[src/rtl/iob_ext_mem_arbiter.sv]
// iob_ext_mem_arbiter: shares one external memory controller port between an
// instruction master (i_*) and a data master (d_*). One transaction is
// outstanding at a time. Arbitration takes one cycle. Request and ready
// signals then pass combinationally from the granted master to the slave.
//
// Ports
//   clk_i, arst_n_i      clock, asynchronous active-low reset
//   i_* / d_*            master request (valid/addr/wdata/wstrb) and response
//                        (rdata/rvalid/ready); wstrb != 0 means write
//   m_*                  slave side toward the external memory controller
//   grant_o              one-hot owner: bit0 instruction, bit1 data, 0 idle
//
// Configuration
//   IOB_EXT_MEM_ARB_RR_EN  defined: round-robin between masters.
//                          undefined: fixed priority, where the data master wins.
module iob_ext_mem_arbiter #(
  parameter int unsigned ADDR_W = 32,
  parameter int unsigned DATA_W = 32
) (
  input  logic                  clk_i,
  input  logic                  arst_n_i,
  input  logic                  i_valid_i,
  input  logic [ADDR_W-1:0]     i_addr_i,
  input  logic [DATA_W-1:0]     i_wdata_i,
  input  logic [DATA_W/8-1:0]   i_wstrb_i,
  output logic [DATA_W-1:0]     i_rdata_o,
  output logic                  i_rvalid_o,
  output logic                  i_ready_o,
  input  logic                  d_valid_i,
  input  logic [ADDR_W-1:0]     d_addr_i,
  input  logic [DATA_W-1:0]     d_wdata_i,
  input  logic [DATA_W/8-1:0]   d_wstrb_i,
  output logic [DATA_W-1:0]     d_rdata_o,
  output logic                  d_rvalid_o,
  output logic                  d_ready_o,
  output logic                  m_valid_o,
  output logic [ADDR_W-1:0]     m_addr_o,
  output logic [DATA_W-1:0]     m_wdata_o,
  output logic [DATA_W/8-1:0]   m_wstrb_o,
  input  logic [DATA_W-1:0]     m_rdata_i,
  input  logic                  m_rvalid_i,
  input  logic                  m_ready_i,
  output logic [1:0]            grant_o
);

  localparam int unsigned STRB_W = DATA_W / 8;

  typedef enum logic [1:0] {
    IDLE    = 2'd0,
    GRANT   = 2'd1,
    WAIT_RD = 2'd2
  } state_e;

  state_e      state_q, state_d;
  logic [1:0]  grant_q, grant_d;
  logic        pick_d_c;

  // Mux for the currently granted master: data when grant bit1 is set.
  logic              sel_d;
  logic              sel_valid;
  logic [STRB_W-1:0] sel_wstrb;

  assign sel_d     = grant_q[1];
  assign sel_valid = sel_d ? d_valid_i : i_valid_i;
  assign sel_wstrb = sel_d ? d_wstrb_i : i_wstrb_i;

`ifdef IOB_EXT_MEM_ARB_RR_EN
  // ptr_q: 1 = data served last, 0 = instruction served last.
  logic ptr_q, ptr_d;
  // If both masters request, grant the one that was not served last.
  assign pick_d_c = d_valid_i & (~i_valid_i | ~ptr_q);
`else
  assign pick_d_c = d_valid_i;
`endif

  // Next-state, grant and pointer logic.
  always_comb begin
    state_d = state_q;
    grant_d = grant_q;
`ifdef IOB_EXT_MEM_ARB_RR_EN
    ptr_d   = ptr_q;
`endif
    case (state_q)
      IDLE: begin
        if (i_valid_i || d_valid_i) begin
          state_d = GRANT;
          grant_d = pick_d_c ? 2'b10 : 2'b01;
`ifdef IOB_EXT_MEM_ARB_RR_EN
          ptr_d   = pick_d_c;
`endif
        end
      end
      GRANT: begin
        if (!sel_valid) begin
          // The master withdrew before acceptance. Nothing reached the slave.
          state_d = IDLE;
          grant_d = 2'b00;
        end else if (m_ready_i) begin
          if (|sel_wstrb) begin
            state_d = IDLE;
            grant_d = 2'b00;
          end else begin
            state_d = WAIT_RD;
          end
        end
      end
      WAIT_RD: begin
        if (m_rvalid_i) begin
          state_d = IDLE;
          grant_d = 2'b00;
        end
      end
      default: begin
        state_d = IDLE;
        grant_d = 2'b00;
      end
    endcase
  end

  // State register.
  always_ff @(posedge clk_i or negedge arst_n_i) begin
    if (!arst_n_i) begin
      state_q <= IDLE;
      grant_q <= 2'b00;
`ifdef IOB_EXT_MEM_ARB_RR_EN
      ptr_q   <= 1'b0;
`endif
    end else begin
      state_q <= state_d;
      grant_q <= grant_d;
`ifdef IOB_EXT_MEM_ARB_RR_EN
      ptr_q   <= ptr_d;
`endif
    end
  end

  // Request and ready pass-through, open only in GRANT.
  logic in_grant_c, in_wait_c;
  assign in_grant_c = (state_q == GRANT);
  assign in_wait_c  = (state_q == WAIT_RD);

  assign m_valid_o = in_grant_c & sel_valid;
  assign m_addr_o  = sel_d ? d_addr_i  : i_addr_i;
  assign m_wdata_o = sel_d ? d_wdata_i : i_wdata_i;
  assign m_wstrb_o = sel_wstrb;

  assign i_ready_o = in_grant_c & grant_q[0] & m_ready_i;
  assign d_ready_o = in_grant_c & grant_q[1] & m_ready_i;

  // Responses are forwarded only to the owner, and only in WAIT_RD.
  // A spurious rvalid in any other state is dropped.
  assign i_rvalid_o = in_wait_c & grant_q[0] & m_rvalid_i;
  assign d_rvalid_o = in_wait_c & grant_q[1] & m_rvalid_i;
  assign i_rdata_o  = m_rdata_i;
  assign d_rdata_o  = m_rdata_i;

  assign grant_o = grant_q;

endmodule
[config.mk]
export PLATFORM = sky130hd
export DESIGN_NAME = iob_ext_mem_arbiter
export DESIGN_NICKNAME = d
export VERILOG_FILES = /design/src/rtl/iob_ext_mem_arbiter.sv
export SDC_FILE = /design/constraint.sdc
export NUM_CORES = 1
export LEC_CHECK = 0
export ABC_AREA = 1
export BUFFER_PORTS_ARGS = -buffer_cell sky130_fd_sc_hd__buf_2
export CORE_AREA = 2 2 120 122
export CTS_CLUSTER_DIAMETER = 200
export CTS_CLUSTER_SIZE = 10
export DETAILED_ROUTE_END_ITERATION = 16
export DIE_AREA = 0 0 122 124
export GPL_ROUTABILITY_DRIVEN = 0
export GPL_TIMING_DRIVEN = 0
export HOLD_SLACK_MARGIN = 0.02
export PLACE_DENSITY = 0.55
export SLEW_MARGIN = 30
export SYNTH_ARGS = -nofsm -noshare
export SYNTH_HDL_FRONTEND = slang
export SYNTH_SLANG_ARGS = --single-unit
[constraint.sdc]
create_clock -name clk_i -period 1.55 [get_ports clk_i]
set_input_delay 0.31 -clock clk_i [delete_from_list [all_inputs] [get_ports clk_i]]
set_output_delay 0.31 -clock clk_i [all_outputs]
set_load 0.1 [all_outputs]
==> results.yml, run 1 <==
status:
  outcome: "finished with violations"
  failed_checks: "setup timing"
die:
  rows: 43
  fp.dieW_um: 122
  core_area_mm2: 0.0137
  die_y_um: 124
  initial_core_util: 0.120
  pin_count: 313
  die_area_mm2: 0.0151
route:
  drc_errors: 0
  first_pass_iters: 4
  routed-via-count: 3072
  wirelength_um: 11100
  vias_per_cell: 3.80
  wire_per_inst_um: 13.8
  drtIter0Drc: 56
  ant_nets: 0
global_routing:
  overflow: 0
  track_usage: 0.123
  grt_use_met3: 0.0247
  met2_usage: 0.248
  grt_antenna_before_repair: 0
  use_met1: 0.135
  grt_pass1_vias: 2968
  grt_pass1_wl_um: 14900
  top_usage_layer: "met2"
  grt_max_degree: 11
power_and_ir_drop:
  powerDensity_mw_per_mm2: 2470
  power_leakage_nw: 3.25
  p_total_mw: 16.2
  ir_worst_vdd_uv: 1050
logic_synthesis:
  synthCells: 328
  yosysTopAreaCellShare: 0.481
  synthTopCellsByArea: "nand2_1 (48%), buf_4 (30%), dfrtp_1 (6.1%), buf_2 (3.6%), nand2_2 (3.0%)"
  ys_warn_count: 0
  syn_area_per_cell_um2: 5.02
  synth_cell_types: 18
  ys_seq_elements: 4
  yosysTopAreaCell: "nand2_1"
  synth_area_mm2: 0.00165
  syn-num-nets: 502
  yosysSeqAreaShare: 0.0607
clock_tree:
  clkSlewWorstSetupHoldPaths_ns: 0.04
  cts_sinks: 4
  clk_latency_ns: 0.23
  tritoncts: "built"
  cts_made_buffers: 3
  htree_levels: 1
  cts.path.max_buffers: 2
  cts-root-buf: "clkbuf_16"
placement:
  place_hpwl_um: 7980
  port_buffers: 280
timing:
  maxSlewViolCount: 0
  tightest_slew_ns: 0.491
  whs_ns: 0.372
  hold_viol: 0
  max_freq_mhz: 550
  slew-limit-headroom: 0.675
  worst_slack_ns: -0.270
  setup_violations: 73
  min_period_ns: 1.82
  rsz0062_at_grt: "yes"
  skew_ns: 0.00732
  finalCritPeriodShare: 1.17
finish:
  drive_above_1_share: 0.909
  nets: 804
  fillers: 1246
  final_cell_mix: "buf_2 (207), buf_12 (76), nand2_8 (74)"
  final_common_cell: "buf_2"
  diodes: 0
  syn2layout_area_growth_pct: 298
job:
  maxCapViolCount: 0
setup_path:
  critPathCaptureType: "output port"
  worstPathArrival_ns: 1.51
  crit_path_start_kind: "flip-flop"
  cp_max_fo: 10
  cp.required_ns: 1.24
  worst-setup-path-type: "reg2out"
min_path:
  hp-class: "in2reg"
worst paths after layout:
kind / cells past startpoint / slack, ns / startpoint / end
min in group asynchronous: 2 / 0.41 / arst_n_i / grant_o[1]$_DFFE_PN0P_
min: 3 / 0.37 / d_valid_i / grant_o[1]$_DFFE_PN0P_
min reg2reg: 2 / 0.58 / grant_o[0]$_DFFE_PN0P_ / grant_o[0]$_DFFE_PN0P_
max reg2reg: 11 / -0.05 / grant_o[1]$_DFFE_PN0P_ / grant_o[1]$_DFFE_PN0P_
max in group asynchronous: 2 / 1.00 / arst_n_i / state_q[1]$_DFFE_PN0P_
max: 5 / -0.27 / grant_o[1]$_DFFE_PN0P_ / m_addr_o[25]
synth_stat cells:
master and instances:
a21oi_1 1, nor2_1 4, nand2_1 211, o21ai_0 1, inv_1 8, a21oi_4 1, nand3_1 2, buf_4 65
buf_2 12, nand3_2 2, nand2_2 8, dfrtp_1 4, nor2_2 1, clkbuf_1 1, inv_8 1, nor3_1 4
buf_6 1, inv_2 1
critical path: stages, from the launching register on:
cell and delay, ns:
dfrtp_4 0.53, buf_12 0.18, buf_8 0.15, nand2_1 0.18, nand2_8 0.07, buf_12 0.16
area by class of cell:
| class | count | area [um2] | share of cell area |
|---|---|---|---|
| Timing Repair Buffer | 298 | 2750 | 0.419 |
| Inverter | 10 | 52.6 | 0.00801 |
| Sequential cell | 4 | 109 | 0.0166 |
| Multi-Input combinational cell | 235 | 2650 | 0.404 |
| Tap cell | 180 | 225 | 0.0343 |
| Clock buffer | 4 | 78.8 | 0.0120 |
| Buffer | 78 | 697 | 0.106 |
stage by stage:
stage	setup slack [ns]	area, um2	utilization	setup TNS (ns)	instances
after floorplan	-0.510	2830	-	-18.22	328
after global placement	-0.668	4450	0.325	-36.37	788
after detailed placement	-0.656	4450	0.325	-36.05	788
after CTS	-0.314	6060	0.442	-18.74	802
after global routing	-0.321	6560	0.478	-19.50	809
final	-0.270	6560	0.478	-15.72	809
routing by layer:
| layer | share of wire | routed length (um) | up-vias |
|---|---|---|---|
| met5 | 0 | 0 | - |
| li1 | - | - | 1516 |
| met3 | 0.079 | 882 | 10 |
| met2 | 0.58 | 6480 | 151 |
| met1 | 0.33 | 3680 | 1395 |
| met4 | 0.0093 | 104 | 0 |
sequential cells by signal, indices dropped and copies added, names as in the netlist:
name and count:
grant_o 2, state_q 2
where the power goes:
group / internal, mW / total, mW / leakage (nW) / switching, mW
combinational: 5.46 / 15.5 / 3.16 / 10.1
clock: 0.341 / 0.425 / 0.0382 / 0.0847
sequential: 0.164 / 0.250 / 0.0467 / 0.0864
total: 5.97 / 16.2 / 3.25 / 10.2
repair_timing:
| action | in CTS | in global routing |
|---|---|---|
| hold buffers | 1 | 0 |
| pin swaps | 3 | 10 |
| hold endpoints to repair | 4 | 0 |
| resized for setup | 385 | 95 |
| endpoints found under the setup margin | 73 | 76 |
| gates cloned | 2 | 4 |
| buffers inserted | 8 | 4 |
kinds of logic (layout without fill, tap and decap cells):
group,Yosys count,count (layout),share of synthesized area
AO/OA/AOI/OAI,3,3,0.0159
buffers and inverters,89,390,0.369
flip-flops,4,4,0.0607
AND/OR/NAND/NOR,232,232,0.554
No activity file was read; power rests on OpenSTA's default activity.
==> inputs of run 2 (changes only) <==
--- a/config.mk
+++ b/config.mk
@@ -5,7 +5,6 @@
 export SDC_FILE = /design/constraint.sdc
 export NUM_CORES = 1
 export LEC_CHECK = 0
-export ABC_AREA = 1
 export BUFFER_PORTS_ARGS = -buffer_cell sky130_fd_sc_hd__buf_2
 export CORE_AREA = 2 2 120 122
 export CTS_CLUSTER_DIAMETER = 200
@@ -13,9 +12,9 @@
 export DETAILED_ROUTE_END_ITERATION = 16
 export DIE_AREA = 0 0 122 124
 export GPL_ROUTABILITY_DRIVEN = 0
-export GPL_TIMING_DRIVEN = 0
+export GPL_TIMING_DRIVEN = 1
 export HOLD_SLACK_MARGIN = 0.02
-export PLACE_DENSITY = 0.55
+export PLACE_DENSITY = 0.54
 export SLEW_MARGIN = 30
 export SYNTH_ARGS = -nofsm -noshare
 export SYNTH_HDL_FRONTEND = slang
==> constraint.sdc (replaced) <==
create_clock -name clk_i -period 2.1 [get_ports clk_i]
set_input_delay 0.42 -clock clk_i [delete_from_list [all_inputs] [get_ports clk_i]]
set_output_delay 0.42 -clock clk_i [all_outputs]
set_load 0.1 [all_outputs]
==> results.yml, run 2 <==
route:
  vias_per_cell: 3.50
  wire_per_inst_um: 14.1
  ant_nets: 0
  wirelength_um: 7090
  drc_errors: 0
  routed-via-count: 1763
  first_pass_iters: 2
  drtIter0Drc: 25
global_routing:
  top_usage_layer: "met2"
  use_met1: 0.0926
  grt_pass1_wl_um: 9430
  track_usage: 0.0837
  grt_max_degree: 38
  overflow: 0
  grt_use_met3: 0.0385
  grt_pass1_vias: 1755
  grt_antenna_before_repair: 1
  met2_usage: 0.144
power_and_ir_drop:
  p_total_mw: 6.25
  power_leakage_nw: 1.71
  powerDensity_mw_per_mm2: 1720
  ir_worst_vdd_uv: 559
clock_tree:
  cts.path.max_buffers: 2
  cts-root-buf: "clkbuf_16"
  cts_made_buffers: 3
  tritoncts: "built"
  clk_latency_ns: 0.23
  clkSlewWorstSetupHoldPaths_ns: 0.03
  cts_sinks: 4
  htree_levels: 1
logic_synthesis:
  synth_edf_count: 0
  syn_area_per_cell_um2: 9.11
  synth_most_common_cell: "mux2_2"
  ys_seq_elements: 4
  synth-async-reset-ratio: 1.00
  yosysSeqAreaShare: 0.0639
  synth_area_mm2: 0.00157
  syn-num-nets: 346
  synthTopCellsByArea: "mux2_2 (49%), buf_4 (31%), dfrtp_1 (6.4%), buf_2 (2.2%), and3_1 (1.6%)"
  synth_cell_types: 24
  synthTopCellsByCount: "mux2_2 (68), buf_4 (64), buf_2 (7), and3_1 (4), dfrtp_1 (4)"
  yosysTopAreaCell: "mux2_2"
  ys_warn_count: 0
  yosysTopAreaCellShare: 0.489
  synthFlopType: "dfrtp_1"
  synthCells: 172
timing:
  finalCritPeriodShare: 0.951
  rsz0062_at_grt: "no"
  setup_violations: 0
  max_freq_mhz: 501
  tns_ns: 0
  tightest_slew_ns: 0.501
  hold_viol: 0
  min_period_ns: 2.00
  whs_ns: 0.520
  skew_ns: 0.00539
  slew-limit-headroom: 0.668
  maxSlewViolCount: 0
die:
  fp.dieW_um: 122
  pin_count: 313
  core_area_mm2: 0.0137
  die_area_mm2: 0.0151
  initial_core_util: 0.114
  die_y_um: 124
  rows: 43
setup_path:
  cpMaxStageDelayCell: "dfrtp_4"
  crit_start: "grant_o[1]$_DFFE_PN0P_"
  cp_max_fo: 37
  worstPathCellList: "buf_12, mux2_2, buf_12"
  r2r_start: "state_q[0]$_DFFE_PN0P_"
  worst-setup-path-type: "reg2out"
  critPathCaptureType: "output port"
  cp.required_ns: 1.68
  slowest_delay_ns: 0.51
  crit_top_cell: "buf_12"
  worstPathArrival_ns: 1.58
  crit_path_start_kind: "flip-flop"
placement:
  place_hpwl_um: 6420
  port_buffers: 216
  placed_area_mm2: 0.00354
finish:
  final_area_mm2: 0.00363
  final_cell_mix: "buf_2 (142), buf_12 (76), mux2_2 (65)"
  syn2layout_area_growth_pct: 132
  final_common_cell: "buf_2"
  utilization: 0.265
  nets: 498
  drive_above_1_share: 0.923
min_path:
  min-delay-start: "i_valid_i"
  hp-class: "in2reg"
job:
  maxCapViolCount: 0
status:
  outcome: "complete, no violations"
==> run 2: cell type report <==
type / instances / area [um2]
Fill cell: 1431 / 10100
Timing Repair Buffer: 219 / 2240
Multi-Input combinational cell: 95 / 975
Tap cell: 180 / 225
Sequential cell: 4 / 104
Clock buffer: 4 / 78.8
Inverter: 1 / 3.75
Antenna cell: 1 / 2.50
==> run 2: routing by layer <==
metal	vias to the layer above	wire, um
met5	-	0
met4	0	168
met3	21	831
met2	106	3590
met1	795	2500
li1	841	-
==> run 2: logic make-up after synthesis <==
logic type             Yosys count  share of synthesized area
muxes                           70                      0.505
buffers and inverters           73                      0.334
AOI/OAI and AO/OA                7                     0.0296
and+or+nand+nor                 18                     0.0679
DFF                              4                     0.0639
==> run 2: stage by stage <==
stage,setup WS (ns),instances
floorplan,0.0356,172
CTS,0.0935,503
global route,0.0631,503
finish,0.102,504
detailed placement,0.339,498
global placement,0.357,498
==> run 2: path summary, 6_finish.rpt <==
| check | slack, ns | end | cells after the start |
|---|---|---|---|
| min in group asynchronous | 0.57 | grant_o[0]$_DFFE_PN0P_ | 2 |
| worst max-delay path | 0.10 | m_wdata_o[18] | 3 |
| max in group asynchronous | 1.39 | grant_o[1]$_DFFE_PN0P_ | 2 |
| worst max register to register | 0.43 | grant_o[0]$_DFFE_PN0P_ | 5 |
| worst min-delay path | 0.52 | state_q[0]$_DFFE_PN0P_ | 3 |
| worst min register to register | 0.63 | grant_o[0]$_DFFE_PN0P_ | 1 |
==> run 2: timing repair <==
action                                  CTS  global route
hold endpoints to repair                  4             0
setup buffers                             0             0
resized for setup                         0             0
hold buffers                              1             0
endpoints found under the setup margin    0             0
==> run 2: critical path: cells and delay by family, from the launching register on <==
family | cells | cell delay (ns)
multiplexers | 1 | 0.39
flip-flops | 1 | 0.51
buffers and inverters | 2 | 0.41
==> run 2: where the power goes <==
| part | leakage, nW | internal [mW] | switching, mW | total, mW |
|---|---|---|---|---|
| Sequential | 0.0495 | 0.119 | 0.0780 | 0.197 |
| Clock | 0.0382 | 0.251 | 0.0602 | 0.312 |
| Combinational | 1.62 | 2.11 | 3.64 | 5.75 |
